### config.mk
export PLATFORM = sky130hd
export DESIGN_NAME = alu_mc
export DESIGN_NICKNAME = d
export VERILOG_FILES = /design/src/rtl/alu_mc_pkg.sv /design/src/rtl/alu_mc_mul.sv /design/src/rtl/alu_mc.sv
export SDC_FILE = /design/constraint.sdc
export NUM_CORES = 1
export LEC_CHECK = 0
export CAP_MARGIN = 10
export CORE_MARGIN = 2
export CORE_UTILIZATION = 59
export DETAILED_ROUTE_END_ITERATION = 10
export HOLD_SLACK_MARGIN = 0.1
export PLACE_DENSITY = 0.81
export SYNTH_ARGS = -nofsm -noshare
export SYNTH_HDL_FRONTEND = slang
export SYNTH_SLANG_ARGS = --single-unit
### constraint.sdc
create_clock -name clk -period 4.2 [get_ports clk]
set_clock_uncertainty 0.05 [all_clocks]
set_input_delay 0.84 -clock clk [delete_from_list [all_inputs] [get_ports clk]]
set_output_delay 0.84 -clock clk [all_outputs]
set_load 0.02 [all_outputs]
### src/rtl/alu_mc_pkg.sv
// Shared opcode constants, FSM state encoding and flag layout for alu_mc.
package alu_mc_pkg;

    localparam logic [2:0] OP_ADD = 3'd0;
    localparam logic [2:0] OP_SUB = 3'd1;
    localparam logic [2:0] OP_MUL = 3'd2;
    localparam logic [2:0] OP_RSV = 3'd3;
    localparam logic [2:0] OP_AND = 3'd4;
    localparam logic [2:0] OP_OR  = 3'd5;
    localparam logic [2:0] OP_XOR = 3'd6;
    localparam logic [2:0] OP_NOT = 3'd7;

    typedef enum logic [1:0] {
        IDLE = 2'd0,
        EXEC = 2'd1,
        MUL  = 2'd2,
        DONE = 2'd3
    } state_t;

    typedef struct packed {
        logic cout;
        logic ovf;
        logic neg;
        logic zero;
    } flags_t;

endpackage

### src/rtl/alu_mc_mul.sv
// Iterative unsigned shift-add multiplier, one partial product per cycle.
// Ports:
//   clk, rst_n     clock, async active-low reset
//   start          load a/b and begin WIDTH iterations
//   a, b           multiplicand / multiplier (sampled on start)
//   done           high during the cycle whose edge performs the last iteration
//   prod_c         product value after this cycle's iteration (final when done)
module alu_mc_mul
    import alu_mc_pkg::*;
#(
    parameter int unsigned WIDTH = 16,
    parameter int unsigned CNT_W = $clog2(WIDTH) + 1
) (
    input  logic                 clk,
    input  logic                 rst_n,
    input  logic                 start,
    input  logic [WIDTH-1:0]     a,
    input  logic [WIDTH-1:0]     b,
    output logic                 done,
    output logic [2*WIDTH-1:0]   prod_c
);

    localparam int unsigned WP1 = WIDTH + 1;

    logic [WIDTH-1:0] mcand;
    logic [WIDTH-1:0] hi;
    logic [WIDTH-1:0] lo;
    logic [CNT_W-1:0] cnt;
    logic             busy;
    logic [WP1-1:0]   sum_c;
    logic [WIDTH-1:0] hi_n_c;
    logic [WIDTH-1:0] lo_n_c;

    // One step: conditionally add multiplicand, then shift {carry,hi,lo} right.
    always_comb begin
        sum_c  = WP1'(hi);
        if (lo[0]) begin
            sum_c = WP1'(hi) + WP1'(mcand);
        end
        hi_n_c = sum_c[WIDTH:1];
        lo_n_c = {sum_c[0], lo[WIDTH-1:1]};
        prod_c = {hi_n_c, lo_n_c};
    end

    // Iteration state; done is raised one cycle ahead so it covers the final step.
    always_ff @(posedge clk or negedge rst_n) begin
        if (!rst_n) begin
            mcand <= '0;
            hi    <= '0;
            lo    <= '0;
            cnt   <= '0;
            busy  <= 1'b0;
            done  <= 1'b0;
        end else if (start) begin
            mcand <= a;
            hi    <= '0;
            lo    <= b;
            cnt   <= '0;
            busy  <= 1'b1;
            done  <= 1'b0;
        end else if (busy) begin
            hi   <= hi_n_c;
            lo   <= lo_n_c;
            cnt  <= cnt + CNT_W'(1);
            done <= (cnt == CNT_W'(WIDTH - 2));
            if (cnt == CNT_W'(WIDTH - 1)) begin
                busy <= 1'b0;
            end
        end
    end

endmodule

### src/rtl/alu_mc.sv
// Multi-cycle ALU with valid/ready handshake on both sides.
// Single-cycle add/sub/logic ops go through EXEC; mul runs WIDTH cycles in
// the alu_mc_mul sub-module. Results are held in DONE until out_ready.
// Ports:
//   clk, rst_n           clock, async active-low reset
//   in_valid, in_ready   request handshake (in_ready only in IDLE)
//   op, a, b             opcode and operands, latched on accept
//   out_valid, out_ready result handshake (out_valid only in DONE)
//   res_lo, res_hi       result (res_hi is the mul high half, else 0)
//   flags                {cout, ovf, neg, zero}
//   err                  reserved opcode executed
module alu_mc
    import alu_mc_pkg::*;
#(
    parameter int unsigned WIDTH = 16,
    parameter int unsigned CNT_W = $clog2(WIDTH) + 1
) (
    input  logic             clk,
    input  logic             rst_n,
    input  logic             in_valid,
    output logic             in_ready,
    input  logic [2:0]       op,
    input  logic [WIDTH-1:0] a,
    input  logic [WIDTH-1:0] b,
    output logic             out_valid,
    input  logic             out_ready,
    output logic [WIDTH-1:0] res_lo,
    output logic [WIDTH-1:0] res_hi,
    output logic [3:0]       flags,
    output logic             err
);

    localparam int unsigned WP1 = WIDTH + 1;

    state_t             state;
    state_t             state_n;
    logic [2:0]         op_q;
    logic [WIDTH-1:0]   a_q;
    logic [WIDTH-1:0]   b_q;
    flags_t             flags_q;

    logic               accept_c;
    logic               mul_start_c;
    logic               mul_done;
    logic [2*WIDTH-1:0] mul_prod_c;
    flags_t             mul_flags_c;

    logic [WIDTH-1:0]   nb_c;
    logic [WP1-1:0]     sum_c;
    logic [WIDTH-1:0]   alu_lo_c;
    flags_t             alu_flags_c;
    logic               alu_err_c;

    assign accept_c    = in_valid && in_ready;
    assign mul_start_c = accept_c && (op == OP_MUL);
    assign flags       = flags_q;

    alu_mc_mul #(
        .WIDTH (WIDTH),
        .CNT_W (CNT_W)
    ) u_mul (
        .clk    (clk),
        .rst_n  (rst_n),
        .start  (mul_start_c),
        .a      (a),
        .b      (b),
        .done   (mul_done),
        .prod_c (mul_prod_c)
    );

    // Next-state logic.
    always_comb begin
        state_n = state;
        case (state)
            IDLE: if (accept_c) state_n = (op == OP_MUL) ? MUL : EXEC;
            EXEC: state_n = DONE;
            MUL:  if (mul_done) state_n = DONE;
            DONE: if (out_ready) state_n = IDLE;
            default: state_n = IDLE;
        endcase
    end

    // Single-cycle datapath on the latched operands; sub is a + ~b + 1.
    always_comb begin
        nb_c        = ~b_q;
        sum_c       = '0;
        alu_lo_c    = '0;
        alu_flags_c = '0;
        alu_err_c   = 1'b0;
        case (op_q)
            OP_ADD: begin
                sum_c            = WP1'(a_q) + WP1'(b_q);
                alu_lo_c         = sum_c[WIDTH-1:0];
                alu_flags_c.cout = sum_c[WIDTH];
                alu_flags_c.ovf  = (a_q[WIDTH-1] == b_q[WIDTH-1]) &&
                                   (alu_lo_c[WIDTH-1] != a_q[WIDTH-1]);
            end
            OP_SUB: begin
                sum_c            = WP1'(a_q) + WP1'(nb_c) + WP1'(1);
                alu_lo_c         = sum_c[WIDTH-1:0];
                alu_flags_c.cout = sum_c[WIDTH];
                alu_flags_c.ovf  = (a_q[WIDTH-1] != b_q[WIDTH-1]) &&
                                   (alu_lo_c[WIDTH-1] != a_q[WIDTH-1]);
            end
            OP_AND:  alu_lo_c = a_q & b_q;
            OP_OR:   alu_lo_c = a_q | b_q;
            OP_XOR:  alu_lo_c = a_q ^ b_q;
            OP_NOT:  alu_lo_c = ~a_q;
            OP_RSV:  alu_err_c = 1'b1;
            default: alu_lo_c = '0;
        endcase
        // Reserved op leaves alu_lo_c at 0, so it naturally yields flags 4'b0001.
        alu_flags_c.neg  = alu_lo_c[WIDTH-1];
        alu_flags_c.zero = (alu_lo_c == '0);
    end

    // Mul flags are taken from the final product as it is written.
    always_comb begin
        mul_flags_c      = '0;
        mul_flags_c.cout = |mul_prod_c[2*WIDTH-1:WIDTH];
        mul_flags_c.neg  = mul_prod_c[2*WIDTH-1];
        mul_flags_c.zero = (mul_prod_c == '0);
    end

    // State, handshake outputs, operand latches and result registers.
    always_ff @(posedge clk or negedge rst_n) begin
        if (!rst_n) begin
            state     <= IDLE;
            in_ready  <= 1'b1;
            out_valid <= 1'b0;
            op_q      <= '0;
            a_q       <= '0;
            b_q       <= '0;
            res_lo    <= '0;
            res_hi    <= '0;
            flags_q   <= '0;
            err       <= 1'b0;
        end else begin
            state     <= state_n;
            in_ready  <= (state_n == IDLE);
            out_valid <= (state_n == DONE);
            if (accept_c) begin
                op_q <= op;
                a_q  <= a;
                b_q  <= b;
            end
            if (state == EXEC) begin
                res_lo  <= alu_lo_c;
                res_hi  <= '0;
                flags_q <= alu_flags_c;
                err     <= alu_err_c;
            end else if ((state == MUL) && mul_done) begin
                res_lo  <= mul_prod_c[WIDTH-1:0];
                res_hi  <= mul_prod_c[2*WIDTH-1:WIDTH];
                flags_q <= mul_flags_c;
                err     <= 1'b0;
            end
        end
    end

endmodule

==> impl_metrics.tcl, run 1 <==
set metrics [dict create \
    detailroute.via_count 7854 \
    antenna-diode-count 0 \
    yosysSeqAreaShare_pct 37.3 \
    net-switching-power_mw 4.57 \
    period_needed_ns 3.48 \
    crit_path_max_fanout 4 \
    maxCapViolCount 0 \
    sequential_cell_fraction_of_total_power_pct 24.1 \
    cellLeakagePower_nw 4.66 \
    routed_wire_length_per_instance_um 19.4 \
    vdd_drop_max_uv 437 \
    postSynthNetCount 1117 \
    internal_power_summed_over_all_cells_mw 5.18 \
    gp_congestion 0.929 \
    fin_nets 1165 \
    groute.usage.overall_pct 31.4 \
    final.setup.tns_ns 0 \
    detailedRoute.firstPassIterationCount 6 \
    antenna_left 0 \
    cts.hold.buffers_added 0 \
    grt_pass1_vias 7495 \
    fmaxAchievable_mhz 287 \
    crit_path_end_kind "flip-flop" \
    number_of_pins_exceeding_their_max_slew_limit_in_the_final_report 0 \
    worst_ep_arrival_time_ns 3.80 \
    worst_ep_required_time_ns 4.52 \
    antenna_found_initial 0 \
    total_power_mw 9.75 \
    postCtsSetupBuffers 0 \
    detailed_route_vias_per_instance 6.28 \
    yosysWarnings 0 \
    rsz0062_at_grt "false" \
    floorplan.die.height_um 126 \
    routed_wirelength_um 24200 \
    start_util_pct 60.5 \
    buffer_ports.inserted 77 \
    std_cell_rows 44 \
    cts.root.buffer_cell "sky130_fd_sc_hd__clkbuf_16" \
    synth_area_um2 8800 \
    synth-async-reset-ratio_pct 100 \
    pin_count_of_the_biggest_net_entering_global_routing 105 \
    clk_latency_ns 0.44 \
    path_class "flip-flop to flip-flop" \
    post-route-period-util_pct 82.8 \
    grt_pass1_wl_um 39400 \
    comb_power_share_pct 60.5 \
    place_area_um2 9650 \
    pin_count 78 \
    timing.reg2reg.worst_path_depth 12 \
    detail_route.drc_violations 0 \
    synthesis.area_per_instance_um2 8.75 \
    cts_max_path_bufs 2 \
    hpwlAfterDp_um 17100 \
    detailedPlace.worstSlack_ns 0.797 \
    post_route_cells_drive_above_1_share_pct 7.32 \
    cts.htree.levels 4 \
    switching_share_pct 46.9 \
    hold-path-cell-count 2 \
    netlist-cell-type-count 74 \
    die_area_um2 15900 \
    drt_first_iter_violations 944 \
    core_region_area_um2 14500 \
    synth.ff_latch_count 131 \
    clk_transition_reported_paths_ns 0.06 \
    tritoncts "built" \
    syn_inst 1005 \
    power.density_cell_area_nw_per_um2 953 \
    num-fill-cells 1151 \
    worstSetupStartpointType "flip-flop" \
    chipWidth_um 126 \
    register_area_um2 3280 \
    clock_power_share_pct 15.5 \
    multiInputGateArea_um2 5020 \
    worst_pin_slew_ns 0.953 \
    synth-edff-count 0 \
    stdcell_area_um2 10200 \
    hp-class "flip-flop to flip-flop" \
    synthFlopType "sky130_fd_sc_hd__dfrtp_1" \
    final-hold-violation-count 0 \
    final-setup-viol-count 0 \
    cts_repair_resize_count 0 \
    tritoncts_num_sinks 131 \
    globalRouteOverflowTotal 0 \
    numCtsBuffers 17 \
    area_growth_syn_to_layout_pct 16.4 \
    worst_slack_ns 0.721 \
    run_status "finished, final reports clean" \
    worst_slew_margin_rel_pct 36.5 \
]
==> cells in the final DEF, fill, tap and decap left out, types with 17 or more instances in the layout <==
master,synthesis,routed
sky130_fd_sc_hd__clkdlybuf4s50_1,0,76
sky130_fd_sc_hd__clkbuf_16,0,17
sky130_fd_sc_hd__xnor2_1,18,18
sky130_fd_sc_hd__o21ai_0,110,110
sky130_fd_sc_hd__inv_1,64,64
sky130_fd_sc_hd__a211oi_1,20,20
sky130_fd_sc_hd__nor3_1,18,18
sky130_fd_sc_hd__ha_1,70,70
sky130_fd_sc_hd__a21oi_1,43,43
sky130_fd_sc_hd__mux2i_1,27,27
sky130_fd_sc_hd__nor2_1,52,52
sky130_fd_sc_hd__nand2_1,154,154
sky130_fd_sc_hd__nand3_1,24,24
sky130_fd_sc_hd__dfrtp_1,130,129
==> Yosys cell counts (all sizes together), types with 5 or more instances <==
cell     count  share of area (%)
a21oi       44                2.5
o2111ai      6               0.60
inv         64                2.7
nor2b       14                1.0
nand4       10               0.71
o21bai       8               0.68
nor3        18                1.0
o211ai       5               0.43
nand3       24                1.4
mux2i       27                3.1
clkbuf      48                2.0
o21a         7               0.60
or3          9               0.64
a21o        13                1.1
o31ai       10                1.0
mux4         9                2.3
buf         13               0.84
and3         5               0.36
ha          70                 10
nor4         8               0.57
a221o        6               0.68
and2         6               0.43
nor2        53                2.3
a31oi        9               0.64
dfrtp      130                 37
o21ai      112                6.4
nand2b       6               0.43
a211oi      20                1.7
xor2         9               0.90
xnor2       18                1.8
a22oi       14                1.2
nand2      154                6.6
==> power groups by stage <==
stage               clock network [mW]  registers [mW]  logic (mW)
CTS                               1.52            2.34        5.81
floorplan                            0            2.37        4.21
global route                      1.57            2.42        6.50
global placement                     0            2.32        5.60
detailed placement                   0            2.35        5.73
finish                            1.51            2.35        5.90
==> per-layer routing <==
metal	wire (um)	vias up	GRT usage [%]	part of all wire, %
met4	1010	0	15.0	4.2
li1	-	3645	-	-
met5	0	-	0	0
met3	2000	64	6.07	8.3
met1	10700	3758	45.5	44
met2	10500	387	45.3	43
==> logic make-up (layout without fill, tap and decap cells) <==
family / Yosys count / after routing / share of synthesized area, %
compound gates: 287 / 287 / 21.2
simple gates: 322 / 322 / 16.9
mux: 38 / 38 / 5.63
fa+ha+maj: 73 / 73 / 10.6
buf+inv: 127 / 188 / 5.70
flops: 131 / 131 / 37.3
xor+xnor: 27 / 27 / 2.69
==> per-stage QoR <==
step	hold slack, ns	cells	util, %
2_1_floorplan	0.400	1005	-
3_3_place_gp	0.413	1218	66.4
3_5_place_dp	0.422	1218	66.4
4_1_cts	0.437	1250	70.4
5_1_grt	0.461	1250	70.4
6_report	0.436	1250	70.4
==> sequential cells by signal, summed over array words and instances (netlist names), 2 cells and up <==
| name | flops |
|---|---|
| a_q | 16 |
| b_q | 16 |
| flags | 4 |
| op_q | 3 |
| res_hi | 16 |
| res_lo | 16 |
| state | 2 |
| u_mul.cnt | 5 |
| u_mul.hi | 16 |
| u_mul.lo | 16 |
| u_mul.mcand | 16 |
==> final timing paths <==
path,from,endpoint,slack [ns]
setup / recovery,a_q[1],flags[0],0.72
hold / removal,u_mul.mcand[9],u_mul.mcand[9],0.44
setup reg to reg,a_q[1],flags[0],0.72
hold reg to reg,u_mul.mcand[9],u_mul.mcand[9],0.44
max in group asynchronous,rst_n,in_ready,2.76
min in group asynchronous,rst_n,u_mul.mcand[7],0.48
==> worst max-delay path: stages, from the launching register on <==
cell                       delay [ns]
sky130_fd_sc_hd__dfrtp_1         0.42
sky130_fd_sc_hd__inv_1           0.14
sky130_fd_sc_hd__ha_1            0.35
sky130_fd_sc_hd__o21bai_1        0.19
sky130_fd_sc_hd__nor4b_1         0.55
sky130_fd_sc_hd__o31a_1          0.26
sky130_fd_sc_hd__o21ai_0         0.15
sky130_fd_sc_hd__a31oi_1         0.17
sky130_fd_sc_hd__a21bo_2         0.23
sky130_fd_sc_hd__a31oi_1         0.25
sky130_fd_sc_hd__nand4_1         0.18
sky130_fd_sc_hd__nor4b_1         0.34
sky130_fd_sc_hd__a221o_1         0.15
==> final cells by class <==
class	instances	share of cell area, %
Sequential cell	131	32.0
Multi-Input combinational cell	747	49.0
Clock buffer	18	4.29
Timing Repair Buffer	90	8.50
Clock inverter	14	1.48
Inverter	66	2.42
Tap cell	184	2.25
No activity file was read; power rests on OpenSTA's default activity.
==> run 2, diff against run 1 <==
--- a/config.mk
+++ b/config.mk
@@ -7,10 +7,10 @@
 export LEC_CHECK = 0
 export CAP_MARGIN = 10
 export CORE_MARGIN = 2
-export CORE_UTILIZATION = 59
+export CORE_UTILIZATION = 53
 export DETAILED_ROUTE_END_ITERATION = 10
 export HOLD_SLACK_MARGIN = 0.1
-export PLACE_DENSITY = 0.81
+export PLACE_DENSITY = 0.77
 export SYNTH_ARGS = -nofsm -noshare
 export SYNTH_HDL_FRONTEND = slang
 export SYNTH_SLANG_ARGS = --single-unit
==> constraint.sdc (replaced) <==
create_clock -name clk -period 2.8 [get_ports clk]
set_clock_uncertainty 0.05 [all_clocks]
set_input_delay 0.56 -clock clk [delete_from_list [all_inputs] [get_ports clk]]
set_output_delay 0.56 -clock clk [all_outputs]
set_load 0.02 [all_outputs]
==> run 2 against run 1 <==
The flow now finishes with violations (setup timing). Via count grew 9.3%. Hold slack lost 0.0012 ns. Largest power group unchanged. Cell count grew 15%. Utilization grew 1.4 points.
==> impl_metrics.tcl, run 2 (synthesis gave the netlist of run 1 again) <==
set metrics [dict create \
    detail_route.drc_violations 0 \
    hpwlAfterDp_um 19800 \
    pin_count_of_the_biggest_net_entering_global_routing 60 \
    worst_slack_ns -0.594 \
    floorplan.die.height_um 133 \
    chipWidth_um 133 \
    final-setup-viol-count 11 \
    finalNonFillerCells 1439 \
    cellLeakagePower_nw 5.46 \
    antenna-diode-count 0 \
    detailed_route_vias_per_instance 5.96 \
    post_route_cells_drive_above_1_share_pct 22.7 \
    final_util_pct 71.8 \
    layout.cells.most_common_list "sky130_fd_sc_hd__buf_4 (155), sky130_fd_sc_hd__nand2_1 (153), sky130_fd_sc_hd__dfrtp_1 (129)" \
    fin_nets 1318 \
    placed_cells_incl_taps 1394 \
    std_cell_rows 47 \
    run_status "finished with violations" \
    register_area_um2 3280 \
    buffer_ports.inserted 77 \
    antenna_left 0 \
    antenna_found_initial 0 \
    core_region_area_um2 16400 \
    detailedPlace.worstSlack_ns -0.537 \
    period_needed_ns 3.39 \
    worst_slew_margin_rel_pct 55.5 \
    area_growth_syn_to_layout_pct 34.0 \
    grt_pass1_vias 8334 \
    worst_ep_required_time_ns 3.06 \
    clk_transition_reported_paths_ns 0.06 \
    vdd_drop_max_uv 761 \
    worstSetupStartpointType "flip-flop" \
    routed_wire_length_per_instance_um 19.2 \
    rsz0062_at_grt "true" \
    path_class "flip-flop to flip-flop" \
    globalRouteOverflowTotal 0 \
    total_power_mw 18.0 \
    final-hold-violation-count 0 \
    multiInputGateArea_um2 5280 \
    failing_checks "setup timing" \
    groute.usage.overall_pct 31.8 \
    gp_congestion 0.995 \
    crit_path_end_kind "flip-flop" \
    num-fill-cells 1200 \
    drt_first_iter_violations 919 \
    cts.htree.levels 4 \
    grt_pass1_wl_um 43900 \
    crit_path_max_fanout 3 \
    final.setup.tns_ns -2.87 \
    post-route-period-util_pct 121 \
    routed_wirelength_um 27600 \
    worst_pin_slew_ns 0.668 \
    timing.reg2reg.worst_path_depth 15 \
    detailroute.via_count 8582 \
    layout_commonest_cell "sky130_fd_sc_hd__buf_4" \
    tritoncts "built" \
    worst_ep_arrival_time_ns 3.66 \
    clk_latency_ns 0.43 \
    detailedRoute.firstPassIterationCount 5 \
    tritoncts_num_sinks 131 \
    start_util_pct 53.6 \
    hold-path-cell-count 2 \
    numCtsBuffers 17 \
    die_area_um2 17600 \
    maxCapViolCount 0 \
    cts_max_path_bufs 2 \
    number_of_pins_exceeding_their_max_slew_limit_in_the_final_report 0 \
    hp-class "flip-flop to flip-flop" \
    power.density_cell_area_nw_per_um2 1520 \
    pin_count 78 \
    cts.root.buffer_cell "sky130_fd_sc_hd__clkbuf_16" \
    fmaxAchievable_mhz 295 \
]
-- run 2: what timing repair did --
| action | 4_1_cts | 5_1_grt |
|---|---|---|
| setup buffers | 9 | 9 |
| pin swaps | 14 | 15 |
| hold buffers | 1 | 0 |
| endpoints found under the hold margin | 56 | 0 |
| endpoints found under the setup margin | 13 | 23 |
| gates resized for setup | 30 | 31 |
-- run 2: path summary, 6_finish.rpt --
check,from,endpoint,slack [ns]
max,a_q[0],flags[0],-0.59
min,u_mul.mcand[2],u_mul.mcand[2],0.43
max reg2reg,a_q[0],flags[0],-0.59
min reg2reg,u_mul.mcand[2],u_mul.mcand[2],0.43
min in group asynchronous,rst_n,u_mul.mcand[4],0.62
max in group asynchronous,rst_n,in_ready,1.32
-- run 2: final cells by class --
type	instances	area share, %
Clock inverter	12	1.19
Sequential cell	131	27.8
Timing Repair Buffer	243	17.8
Clock buffer	20	3.88
Tap cell	220	2.34
Inverter	66	2.10
Multi-Input combinational cell	747	44.8
-- run 2: metrics by stage --
stage / instance area, um^2 / hold WS (ns)
after floorplan: 8830 / 0.214
after global placement: 10800 / 0.412
after detailed placement: 10800 / 0.422
after CTS: 11600 / 0.437
after global routing: 11800 / 0.450
final: 11800 / 0.435
-- run 2: per-layer routing --
layer  global-route usage, %  wire, um
met1                    45.5     12400
met2                    48.0     12300
met3                    6.32      2100
met4                    11.6       823
met5                       0         0
-- run 2: report_power, final --
part	internal (mW)	switching, mW
clock	1.38	0.918
combinational	5.83	6.26
sequential	2.76	0.815
total	9.97	8.00
-- run 2: critical path, cell delays in order, from the launching register on --
cell and delay [ns]:
sky130_fd_sc_hd__dfrtp_1 0.39, sky130_fd_sc_hd__inv_2 0.09, sky130_fd_sc_hd__ha_4 0.14, sky130_fd_sc_hd__inv_2 0.04
sky130_fd_sc_hd__fa_2 0.34, sky130_fd_sc_hd__or2b_4 0.23, sky130_fd_sc_hd__a21oi_4 0.06, sky130_fd_sc_hd__o41a_4 0.38
sky130_fd_sc_hd__buf_6 0.13, sky130_fd_sc_hd__o31ai_4 0.20, sky130_fd_sc_hd__a2111oi_2 0.11, sky130_fd_sc_hd__a221o_1 0.34
sky130_fd_sc_hd__o311a_1 0.34, sky130_fd_sc_hd__nand4_1 0.12, sky130_fd_sc_hd__nor4b_2 0.06, sky130_fd_sc_hd__a221o_1 0.26
